File: config.mk
export PLATFORM = sky130hd
export DESIGN_NAME = nand_stim_sequencer_flat
export DESIGN_NICKNAME = d
export VERILOG_FILES = /design/src/rtl/nand_stim_sequencer_pkg.sv /design/src/rtl/nand_stim_sequencer_if.sv /design/src/rtl/nand_stim_sequencer_vec_map.sv /design/src/rtl/nand_stim_sequencer.sv /design/src/flat_wrapper.sv
export SDC_FILE = /design/constraint.sdc
export NUM_CORES = 1
export LEC_CHECK = 0
export CAP_MARGIN = 10
export CORE_MARGIN = 4
export CORE_UTILIZATION = 45
export DETAILED_ROUTE_END_ITERATION = 10
export PLACE_DENSITY = 0.68
export REMOVE_ABC_BUFFERS = 1
export SETUP_SLACK_MARGIN = 0.3
export SLEW_MARGIN = 10
export SYNTH_ARGS = -nofsm -noshare
export SYNTH_HDL_FRONTEND = slang
export SYNTH_SLANG_ARGS = --single-unit
File: constraint.sdc
create_clock -name clk -period 2.85 [get_ports clk]
set_input_delay 0.7125 -clock clk [delete_from_list [all_inputs] [get_ports clk]]
set_output_delay 0.7125 -clock clk [all_outputs]
set_load 0.01 [all_outputs]
File: src/rtl/nand_stim_sequencer_pkg.sv
// Shared types and constants for the NAND stimulus sequencer: sequence modes,
// FSM state encoding and sequence lengths.
package nand_stim_pkg;

    typedef enum logic [1:0] {
        MODE_BIN     = 2'b00,
        MODE_GRAY    = 2'b01,
        MODE_WALK    = 2'b10,
        MODE_BIN_ALT = 2'b11
    } mode_t;

    typedef enum logic {
        ST_IDLE = 1'b0,
        ST_RUN  = 1'b1
    } state_t;

    localparam int LEN_BIN  = 8;
    localparam int LEN_WALK = 3;

    // Unused encoding 11 falls through to the binary length.
    function automatic logic [2:0] last_idx(input mode_t m);
        return (m == MODE_WALK) ? 3'(LEN_WALK - 1) : 3'(LEN_BIN - 1);
    endfunction

endpackage

File: src/rtl/nand_stim_sequencer_if.sv
// Control and stimulus bundle between a sequencer (slave) and whatever drives
// its configuration and observes the applied vector (master).
interface nand_stim_sequencer_if #(
    parameter int DWELL_W = 8
);
    logic               start;
    logic               stop;
    logic [1:0]         mode;
    logic [DWELL_W-1:0] dwell;
    logic               loop;
    logic               a;
    logic               b;
    logic               c;
    logic [2:0]         vec_idx;
    logic               vec_new;
    logic               busy;
    logic               done;

    modport master (
        output start, stop, mode, dwell, loop,
        input  a, b, c, vec_idx, vec_new, busy, done
    );

    modport slave (
        input  start, stop, mode, dwell, loop,
        output a, b, c, vec_idx, vec_new, busy, done
    );
endinterface

File: src/rtl/nand_stim_sequencer_vec_map.sv
// Combinational (mode, index) -> {a,b,c} mapping for binary, Gray and
// walking-one sequences.
module stim_vec_map
    import nand_stim_pkg::*;
(
    input  mode_t      mode,
    input  logic [2:0] idx,
    output logic [2:0] vec
);

    always_comb begin
        vec = 3'b000;
        case (mode)
            MODE_GRAY: vec = idx ^ (idx >> 1);
            MODE_WALK: vec = (idx < 3'(LEN_WALK)) ? (3'b001 << idx) : 3'b000;
            default:   vec = idx;
        endcase
    end

endmodule

File: src/rtl/nand_stim_sequencer.sv
// Clocked stimulus source for three-input gate blocks: steps a selectable
// vector sequence, holding each vector for a programmable dwell.
module nand_stim_sequencer
    import nand_stim_pkg::*;
#(
    parameter int DWELL_W = 8
) (
    input  logic                   clk,
    input  logic                   rst_n,
    nand_stim_sequencer_if.slave   bus
);

    state_t             state_q, state_d;
    mode_t              mode_q, mode_d;
    logic               loop_q, loop_d;
    logic [DWELL_W-1:0] reload_q, reload_d;
    logic [DWELL_W-1:0] cnt_q, cnt_d;
    logic [2:0]         idx_q, idx_d;
    logic [2:0]         vec_q, vec_d;
    logic               vec_new_q, vec_new_d;
    logic               done_q, done_d;

    logic               launch, advance, finish;
    logic [DWELL_W-1:0] dwell_m1;
    logic [2:0]         map_vec;

    // A dwell of zero behaves as one, so the reload value saturates at zero.
    assign dwell_m1 = (bus.dwell == '0) ? '0 : bus.dwell - DWELL_W'(1);

    // The map looks at next-cycle mode/index so the vector lands in the same
    // edge as the index it belongs to.
    stim_vec_map u_map (
        .mode (mode_d),
        .idx  (idx_d),
        .vec  (map_vec)
    );

    always_ff @(posedge clk or negedge rst_n) begin
        if (!rst_n) begin
            state_q   <= ST_IDLE;
            mode_q    <= MODE_BIN;
            loop_q    <= 1'b0;
            reload_q  <= '0;
            cnt_q     <= '0;
            idx_q     <= 3'd0;
            vec_q     <= 3'b000;
            vec_new_q <= 1'b0;
            done_q    <= 1'b0;
        end else begin
            state_q   <= state_d;
            mode_q    <= mode_d;
            loop_q    <= loop_d;
            reload_q  <= reload_d;
            cnt_q     <= cnt_d;
            idx_q     <= idx_d;
            vec_q     <= vec_d;
            vec_new_q <= vec_new_d;
            done_q    <= done_d;
        end
    end

    always_comb begin
        state_d  = state_q;
        mode_d   = mode_q;
        loop_d   = loop_q;
        reload_d = reload_q;
        cnt_d    = cnt_q;
        idx_d    = idx_q;
        launch   = 1'b0;
        advance  = 1'b0;
        finish   = 1'b0;
        case (state_q)
            ST_IDLE: begin
                if (bus.start && !bus.stop) begin
                    state_d  = ST_RUN;
                    mode_d   = mode_t'(bus.mode);
                    loop_d   = bus.loop;
                    reload_d = dwell_m1;
                    cnt_d    = dwell_m1;
                    idx_d    = 3'd0;
                    launch   = 1'b1;
                end
            end
            ST_RUN: begin
                // stop outranks any advance or completion due this cycle
                if (bus.stop) begin
                    state_d = ST_IDLE;
                    idx_d   = 3'd0;
                    cnt_d   = '0;
                end else if (cnt_q == '0) begin
                    if (idx_q == last_idx(mode_q)) begin
                        if (loop_q) begin
                            idx_d   = 3'd0;
                            cnt_d   = reload_q;
                            advance = 1'b1;
                        end else begin
                            state_d = ST_IDLE;
                            idx_d   = 3'd0;
                            finish  = 1'b1;
                        end
                    end else begin
                        idx_d   = idx_q + 3'd1;
                        cnt_d   = reload_q;
                        advance = 1'b1;
                    end
                end else begin
                    cnt_d = cnt_q - DWELL_W'(1);
                end
            end
            default: state_d = ST_IDLE;
        endcase
    end

    always_comb begin
        vec_new_d = launch | advance;
        done_d    = finish;
        vec_d     = (state_d == ST_RUN) ? map_vec : 3'b000;
    end

    assign {bus.a, bus.b, bus.c} = vec_q;
    assign bus.vec_idx           = idx_q;
    assign bus.vec_new           = vec_new_q;
    assign bus.busy              = (state_q == ST_RUN);
    assign bus.done              = done_q;

endmodule

File: src/flat_wrapper.sv
// flat-port wrapper written by rule: the top's interface ports become plain ports
module nand_stim_sequencer_flat import nand_stim_pkg::*;
#(
    parameter int DWELL_W = 8
)
  (clk, rst_n, bus_start, bus_stop, bus_mode, bus_dwell, bus_loop, bus_a, bus_b, bus_c, bus_vec_idx, bus_vec_new, bus_busy, bus_done);
  nand_stim_sequencer_if #(.DWELL_W(DWELL_W)) bus_i ();
  input  logic clk;
  input  logic rst_n;
  input wire logic [$bits(bus_i.start)-1:0] bus_start;
  input wire logic [$bits(bus_i.stop)-1:0] bus_stop;
  input wire logic [$bits(bus_i.mode)-1:0] bus_mode;
  input wire logic [$bits(bus_i.dwell)-1:0] bus_dwell;
  input wire logic [$bits(bus_i.loop)-1:0] bus_loop;
  output wire logic [$bits(bus_i.a)-1:0] bus_a;
  output wire logic [$bits(bus_i.b)-1:0] bus_b;
  output wire logic [$bits(bus_i.c)-1:0] bus_c;
  output wire logic [$bits(bus_i.vec_idx)-1:0] bus_vec_idx;
  output wire logic [$bits(bus_i.vec_new)-1:0] bus_vec_new;
  output wire logic [$bits(bus_i.busy)-1:0] bus_busy;
  output wire logic [$bits(bus_i.done)-1:0] bus_done;
  assign bus_i.start = bus_start;
  assign bus_i.stop = bus_stop;
  assign bus_i.mode = bus_mode;
  assign bus_i.dwell = bus_dwell;
  assign bus_i.loop = bus_loop;
  assign bus_a = bus_i.a;
  assign bus_b = bus_i.b;
  assign bus_c = bus_i.c;
  assign bus_vec_idx = bus_i.vec_idx;
  assign bus_vec_new = bus_i.vec_new;
  assign bus_busy = bus_i.busy;
  assign bus_done = bus_i.done;
  nand_stim_sequencer #(.DWELL_W(DWELL_W)) u_core (.clk(clk), .rst_n(rst_n), .bus(bus_i));
endmodule
==> Word-level counts from Yosys, hierarchy flattened <==
Cells that the tools add are included.
{ "op_classes": {"n_addsub": 3, "n_lt_le_gt_ge": 1, "n_eq_ne": 6, "shift": 1, "n_mux": 33, "bitwise": 3, "reduce_logical": 6} }
{ "ops": {"columns": ["operator", "n"], "rows": [
  ["$mux 8", 6],
  ["$mux 3", 7],
  ["$logic_not 8->1", 2],
  ["$pmux 8 s2", 1],
  ["$sub 8x1->8 const B", 2],
  ["$mux 1", 14],
  ["$pmux 3 s2", 2],
  ["$ne 5x5->1 const B", 1],
  ["$eq 2x2->1 const B", 2],
  ["$mux 2", 2],
  ["$reduce_and 2->1", 2],
  ["$add 3x1->3 const B", 1],
  ["$eq 3x3->1", 1],
  ["$lt 3x2->1 const B", 1],
  ["$shl 1x3->3 const A", 1],
  ["$xor 3x2->3", 1],
  ["$eq 2x1->1 const B", 1],
  ["$ne 2x1->1 const B", 1],
  ["$pmux 1 s2", 1],
  ["$logic_and 1x1->1", 1],
  ["$logic_not 1->1", 1],
  ["$not 1->1", 1],
  ["$or 1x1->1", 1]
]} }
{ "totals": {"reg_bits": 28, "inputBits": 15, "output_inout_bits": 9, "word_cells": 62} }

==> Depth between registers and ports, before layout <==
{ "logic_depth": {"depth_word": 11, "depth_mapped": 12, "depth_no_buf": 12} }

==> Cells and area by module <==
A second synthesis with hierarchy kept.
{ "unflattened": {"hier_cells": 196, "area_unflattened_um2": 1786.7} }
{ "modules_own_cells": {"columns": ["module", "instances", "cells_per_inst", "area_per_inst_um2", "seq_area_each_um2"], "rows": [
  ["nand_stim_sequencer", 1, 176, 1611.5, 700.7],
  ["stim_vec_map", 1, 20, 175.2, 0.0]
]} }

==> Least setup slack after synthesis <==
Ideal clock, no wire load.
{ "synth_timing": {"path_type": "reg2reg", "from": "reg u_core.cnt_q[0]", "to": "reg u_core.vec_q[1]", "t_arrival_ps": 2242, "required_ps": 2746, "setup_slack_ps": 504, "path_stages_with_launch": 12, "period_less_slack_ps": 2346, "cell_sequence": "dfrtp_1 > inv_1 > ha_1 > nor3b_1 > nand2_2 > a21o_1 > a32oi_2 > inv_1 > ha_1 > inv_1 > a21oi_1 > a221oi_1"} }
{ "synth_via": {"elab_chain_len": 8} }
{ "synth_rtl": {"columns": ["element", "line_no", "text"], "rows": [
  ["start, declared", "nand_stim_sequencer.sv:17", "logic [DWELL_W-1:0] cnt_q, cnt_d;"],
  ["start signal, assigned", "nand_stim_sequencer.sv:54", "cnt_q <= cnt_d;"],
  ["$logic_not 8->1 *", "nand_stim_sequencer.sv:90", "end else if (cnt_q == '0) begin"],
  ["$mux 3", "nand_stim_sequencer.sv:90", null],
  ["$mux 3", "nand_stim_sequencer.sv:86", "if (bus.stop) begin"],
  ["$pmux 3 s2", "nand_stim_sequencer.sv:72", "case (state_q)"],
  ["$lt 3x2->1 / $shl 1x3->3 (equally long branches)", "nand_stim_sequencer_vec_map.sv:15", "MODE_WALK: vec = (idx < 3'(LEN_WALK)) ? (3'b001 << idx) : 3'b000;"],
  ["$mux 3", "nand_stim_sequencer_vec_map.sv:15", null],
  ["$pmux 3 s2", "nand_stim_sequencer_vec_map.sv:13", "case (mode)"],
  ["$mux 3 *", "nand_stim_sequencer.sv:117", "vec_d = (state_d == ST_RUN) ? map_vec : 3'b000;"],
  ["via u_core.vec_d[1]", "nand_stim_sequencer.sv:19", "logic [2:0] vec_q, vec_d;"],
  ["end signal, assigned", "nand_stim_sequencer.sv:56", "vec_q <= vec_d;"],
  ["end, declared", "nand_stim_sequencer.sv:19", null]
]} }
The timed path passes the listed nets; every way through them passes the cells marked *.
A chain may end at the register's enable or synchronous reset.

==> Worst setup path after layout <==
{ "layout_timing": {"from": "reg u_core.cnt_q[0]", "to": "reg u_core.vec_q[0]"} }
The elaborated chain is that of the path after synthesis.

==> run summary <==
CTS tree - yes
Post-layout minimum cycle time - 2.43 ns
Largest cells by area after synthesis - sky130_fd_sc_hd__dfrtp_1 (40%), sky130_fd_sc_hd__ha_1 (6.5%), sky130_fd_sc_hd__nand2_1 (4.5%)
Clock transition time at the flip-flop clock pins of the worst setup and hold paths - 0.09 ns
Post-detailed-placement cell area - 2060 sq um
Number of hold violations in the final report - 0
Clock latency of the later-clocked register in the worst-skew pair - 0.27 ns
Bufs on Longest Clock Path - 2
TritonRoute pass-1 iters - 4
HPWL after DPL - 3060 um
Class of the worst hold path - flip-flop to flip-flop
Maximum level of the CTS H-tree - 1
1st-iter DRT viols - 100
Die boundary height - 70.3 um
Number of buffers inserted during clock tree synthesis - 3
Fraction of layout cells with a size suffix above 1 - 19.3%
Count of unresolved DRC violations after routing - 0
Clk network pwr share - 20.7%
Required time of the critical path - 3.02 ns
Diodes inserted - 0
Antenna violation net count after detailed routing - 0
Number of global-route vias before repair - 1522
Highest attainable clock frequency - 0.411 GHz
Synthesized cell area - 1740 sq um
Avg Synthesized Cell Area - 9.48 sq um
Count of pins over their slew limit - 0
Sum of overflow across all layers after global routing - 0
Hold wc startpoint - u_core.reload_q[6]
Count of mapped cells out of synthesis - 184
Starting Density - 46.9%
RePlAce Congestion - 0.863
Post-placement setup slack - 0.00314 ns
Asr flop ratio synth - 100%
RSZ-0062 raised after global routing - false
EDFF count, synth - 0
Power spent charging and discharging nets - 0.345 mW
Number of vias per cell - 5.69
MaxCap Viol Count - 0
Post-synthesis sequential area ratio - 40.2%
Comb power frac - 29.8%
Critical R2R Launch - u_core.cnt_q[0]
Count of pins on the block boundary - 24
Total routed wirelength - 4170 um
# port buffers - 23
Tightest Pin Transition - 0.593 ns
Root cell of the clock tree - sky130_fd_sc_hd__clkbuf_8
Critical Path Fanout Max - 6
Library cell with the largest summed area after synthesis - sky130_fd_sc_hd__dfrtp_1
Final setup skew - 0.00154 ns
Leakage power - 0.976 nW
Nature of the critical path endpoint - flip-flop
Pin count of the biggest net entering global routing - 29
Antenna violations before repair - 0
Number of buffers added to fix hold violations after cts - 0
Power density over the cells - 465 nW/um^2
Tightest slew margin relative to the limit - 60.3%
Critical path launch point - u_core.cnt_q[0]
Full die area - 4940 sq um
Worst Path Class, Setup - flip-flop to flip-flop
Share of power burned in registers - 49.5%
Top cell type's share of synthesized area - 40.2%
Final standard cell area without fillers - 2250 sq um
Yosys Warn Count - 0
Peak supply drop - 0.000321 V
Final worst slack - 0.417 ns
Row Count - 22
Final total negative setup slack - 0 ns
Final Cycle Share - 85.4%
Internal power - 0.700 mW
Area of the core region - 3720 sq um
Dominant synthesized flop cell - sky130_fd_sc_hd__dfrtp_1
Number of sinks driven by the clock tree - 28
DR WL/cell - 15.7 um
Final #Nets - 244
Switching share of total power - 33.0%
First-pass GRT wire length - 7070 um
Startpoint Class - flip-flop
Outcome - complete, no violations
Via total after detailed routing - 1513
Global-route usage over all layers - 17.2%
Number of setup violations in the final report - 0
Arrival time of data at the critical path endpoint - 2.61 ns
Unique cell type count in the Yosys netlist - 50
Area added between synthesis and finish - 29.0%
Yosys reg bits - 28
Die X - 70.3 um
-- per-layer routing --
metal  share of wire, %  GRT usage [%]  up-vias
met1                 46           22.8      747
met4                1.1           4.47        0
met3                3.0           3.31        4
li1                   -              -      734
met2                 50           28.7       28
met5                  0              0        -
-- what timing repair did --
action / 4_1_cts / 5_1_grt
buffers inserted: 0 / 7
gates resized for setup: 4 / 17
cloned: 0 / 0
endpoints found under the setup margin: 2 / 3
pin swaps: 0 / 4
-- worst max-delay path: stages, from the launching register on --
cell and delay (ns):
sky130_fd_sc_hd__dfrtp_1 0.43, sky130_fd_sc_hd__inv_1 0.10, sky130_fd_sc_hd__ha_1 0.15, sky130_fd_sc_hd__nor3b_2 0.23, sky130_fd_sc_hd__nand2_2 0.14, sky130_fd_sc_hd__buf_4 0.17, sky130_fd_sc_hd__a2111oi_4 0.33, sky130_fd_sc_hd__a21oi_4 0.09
sky130_fd_sc_hd__ha_1 0.31, sky130_fd_sc_hd__inv_1 0.06, sky130_fd_sc_hd__a21oi_1 0.07, sky130_fd_sc_hd__a221oi_1 0.25
-- registers in the layout, indices dropped and copies added, names as in the netlist --
| name | flops |
|---|---|
| u_core.bus.done | 1 |
| u_core.vec_q | 3 |
| u_core.cnt_q | 8 |
| u_core.reload_q | 8 |
| u_core.loop_q | 1 |
| u_core.bus.vec_new | 1 |
| u_core.mode_q | 2 |
| u_core.bus.busy | 1 |
| u_core.bus.vec_idx | 3 |
-- cell usage in the layout (no fill, tap or decap), types with 3 or more instances in the layout --
| master | instances |
|---|---|
| sky130_fd_sc_hd__clkdlybuf4s50_1 | 21 |
| sky130_fd_sc_hd__ha_1 | 8 |
| sky130_fd_sc_hd__nand2_2 | 3 |
| sky130_fd_sc_hd__nand3_1 | 4 |
| sky130_fd_sc_hd__o31ai_1 | 7 |
| sky130_fd_sc_hd__inv_1 | 15 |
| sky130_fd_sc_hd__nand2_1 | 19 |
| sky130_fd_sc_hd__clkbuf_8 | 3 |
| sky130_fd_sc_hd__buf_4 | 14 |
| sky130_fd_sc_hd__o21ai_0 | 10 |
| sky130_fd_sc_hd__nor3_1 | 3 |
| sky130_fd_sc_hd__dfrtp_1 | 26 |
| sky130_fd_sc_hd__xnor2_1 | 7 |
| sky130_fd_sc_hd__o221ai_1 | 6 |
| sky130_fd_sc_hd__nor2_1 | 9 |
| sky130_fd_sc_hd__a21oi_1 | 6 |
| sky130_fd_sc_hd__o21a_1 | 6 |
-- logic make-up (layout without fill, tap and decap cells) --
kind of cell             Yosys count  after routing  share of synthesized area [%]
AND/OR/NAND/NOR                   61             61                           19.1
AO/OA/AOI/OAI                     52             52                           22.7
flip-flops                        28             28                           40.2
buffers and inverters             22             56                           5.24
adder cells (fa/ha/maj)            9              9                           6.46
XOR/XNOR                           8              8                           4.02
multiplexers                       4              4                           2.30
-- synth_stat cells (2+ instances only) --
master and count:
sky130_fd_sc_hd__dfrtp_1 28, sky130_fd_sc_hd__nand2_1 21, sky130_fd_sc_hd__inv_1 16, sky130_fd_sc_hd__o21ai_0 10
sky130_fd_sc_hd__ha_1 9, sky130_fd_sc_hd__nor2_1 9, sky130_fd_sc_hd__a21oi_1 7, sky130_fd_sc_hd__o31ai_1 7
sky130_fd_sc_hd__xnor2_1 7, sky130_fd_sc_hd__o21a_1 6, sky130_fd_sc_hd__o221ai_1 6, sky130_fd_sc_hd__mux2i_1 4
sky130_fd_sc_hd__nand3_1 4, sky130_fd_sc_hd__nor3_1 3, sky130_fd_sc_hd__nor3b_1 3, sky130_fd_sc_hd__a211oi_1 2
sky130_fd_sc_hd__a221oi_1 2, sky130_fd_sc_hd__buf_1 2, sky130_fd_sc_hd__clkbuf_1 2, sky130_fd_sc_hd__nand3b_1 2
sky130_fd_sc_hd__nand4_1 2, sky130_fd_sc_hd__nor2b_1 2, sky130_fd_sc_hd__nor4_1 2, sky130_fd_sc_hd__or3_1 2
-- final timing paths --
kind	end	slack (ns)	cells past startpoint
max reg2reg	u_core.vec_q[0]	0.42	11
min in group asynchronous	u_core.loop_q	0.81	2
max in group asynchronous	u_core.bus.vec_idx[0]	1.76	2
min	u_core.reload_q[6]	0.49	2
max	u_core.vec_q[0]	0.42	11
min reg2reg	u_core.reload_q[6]	0.49	2
-- final cells by class --
class                      instances  area [sq um]
multi-input combinational        134          1040
fill                             312          1470
tap                               48          60.1
sequential                        28           703
timing repair buffer              37           340
clock buffer                       3          41.3
inverter                          16          60.1
-- metrics by stage --
stage | util, % | hold slack [ns] | std cells | power (mW)
after floorplan | - | 0.417 | 178 | 0.692
after global placement | 55.3 | 0.466 | 256 | 0.784
after detailed placement | 55.3 | 0.465 | 256 | 0.797
after CTS | 57.0 | 0.493 | 259 | 1.03
after global routing | 60.5 | 0.514 | 266 | 1.11
final | 60.5 | 0.495 | 266 | 1.05
-- power groups by stage --
stage | Combinational [mW] | Sequential, mW | Clock (mW)
5_1_grt | 0.343 | 0.527 | 0.235
4_1_cts | 0.292 | 0.514 | 0.221
3_3_place_gp | 0.265 | 0.519 | 0
3_5_place_dp | 0.276 | 0.521 | 0
6_report | 0.311 | 0.518 | 0.217
2_1_floorplan | 0.182 | 0.510 | 0
(Power assumes the default switching activity.)
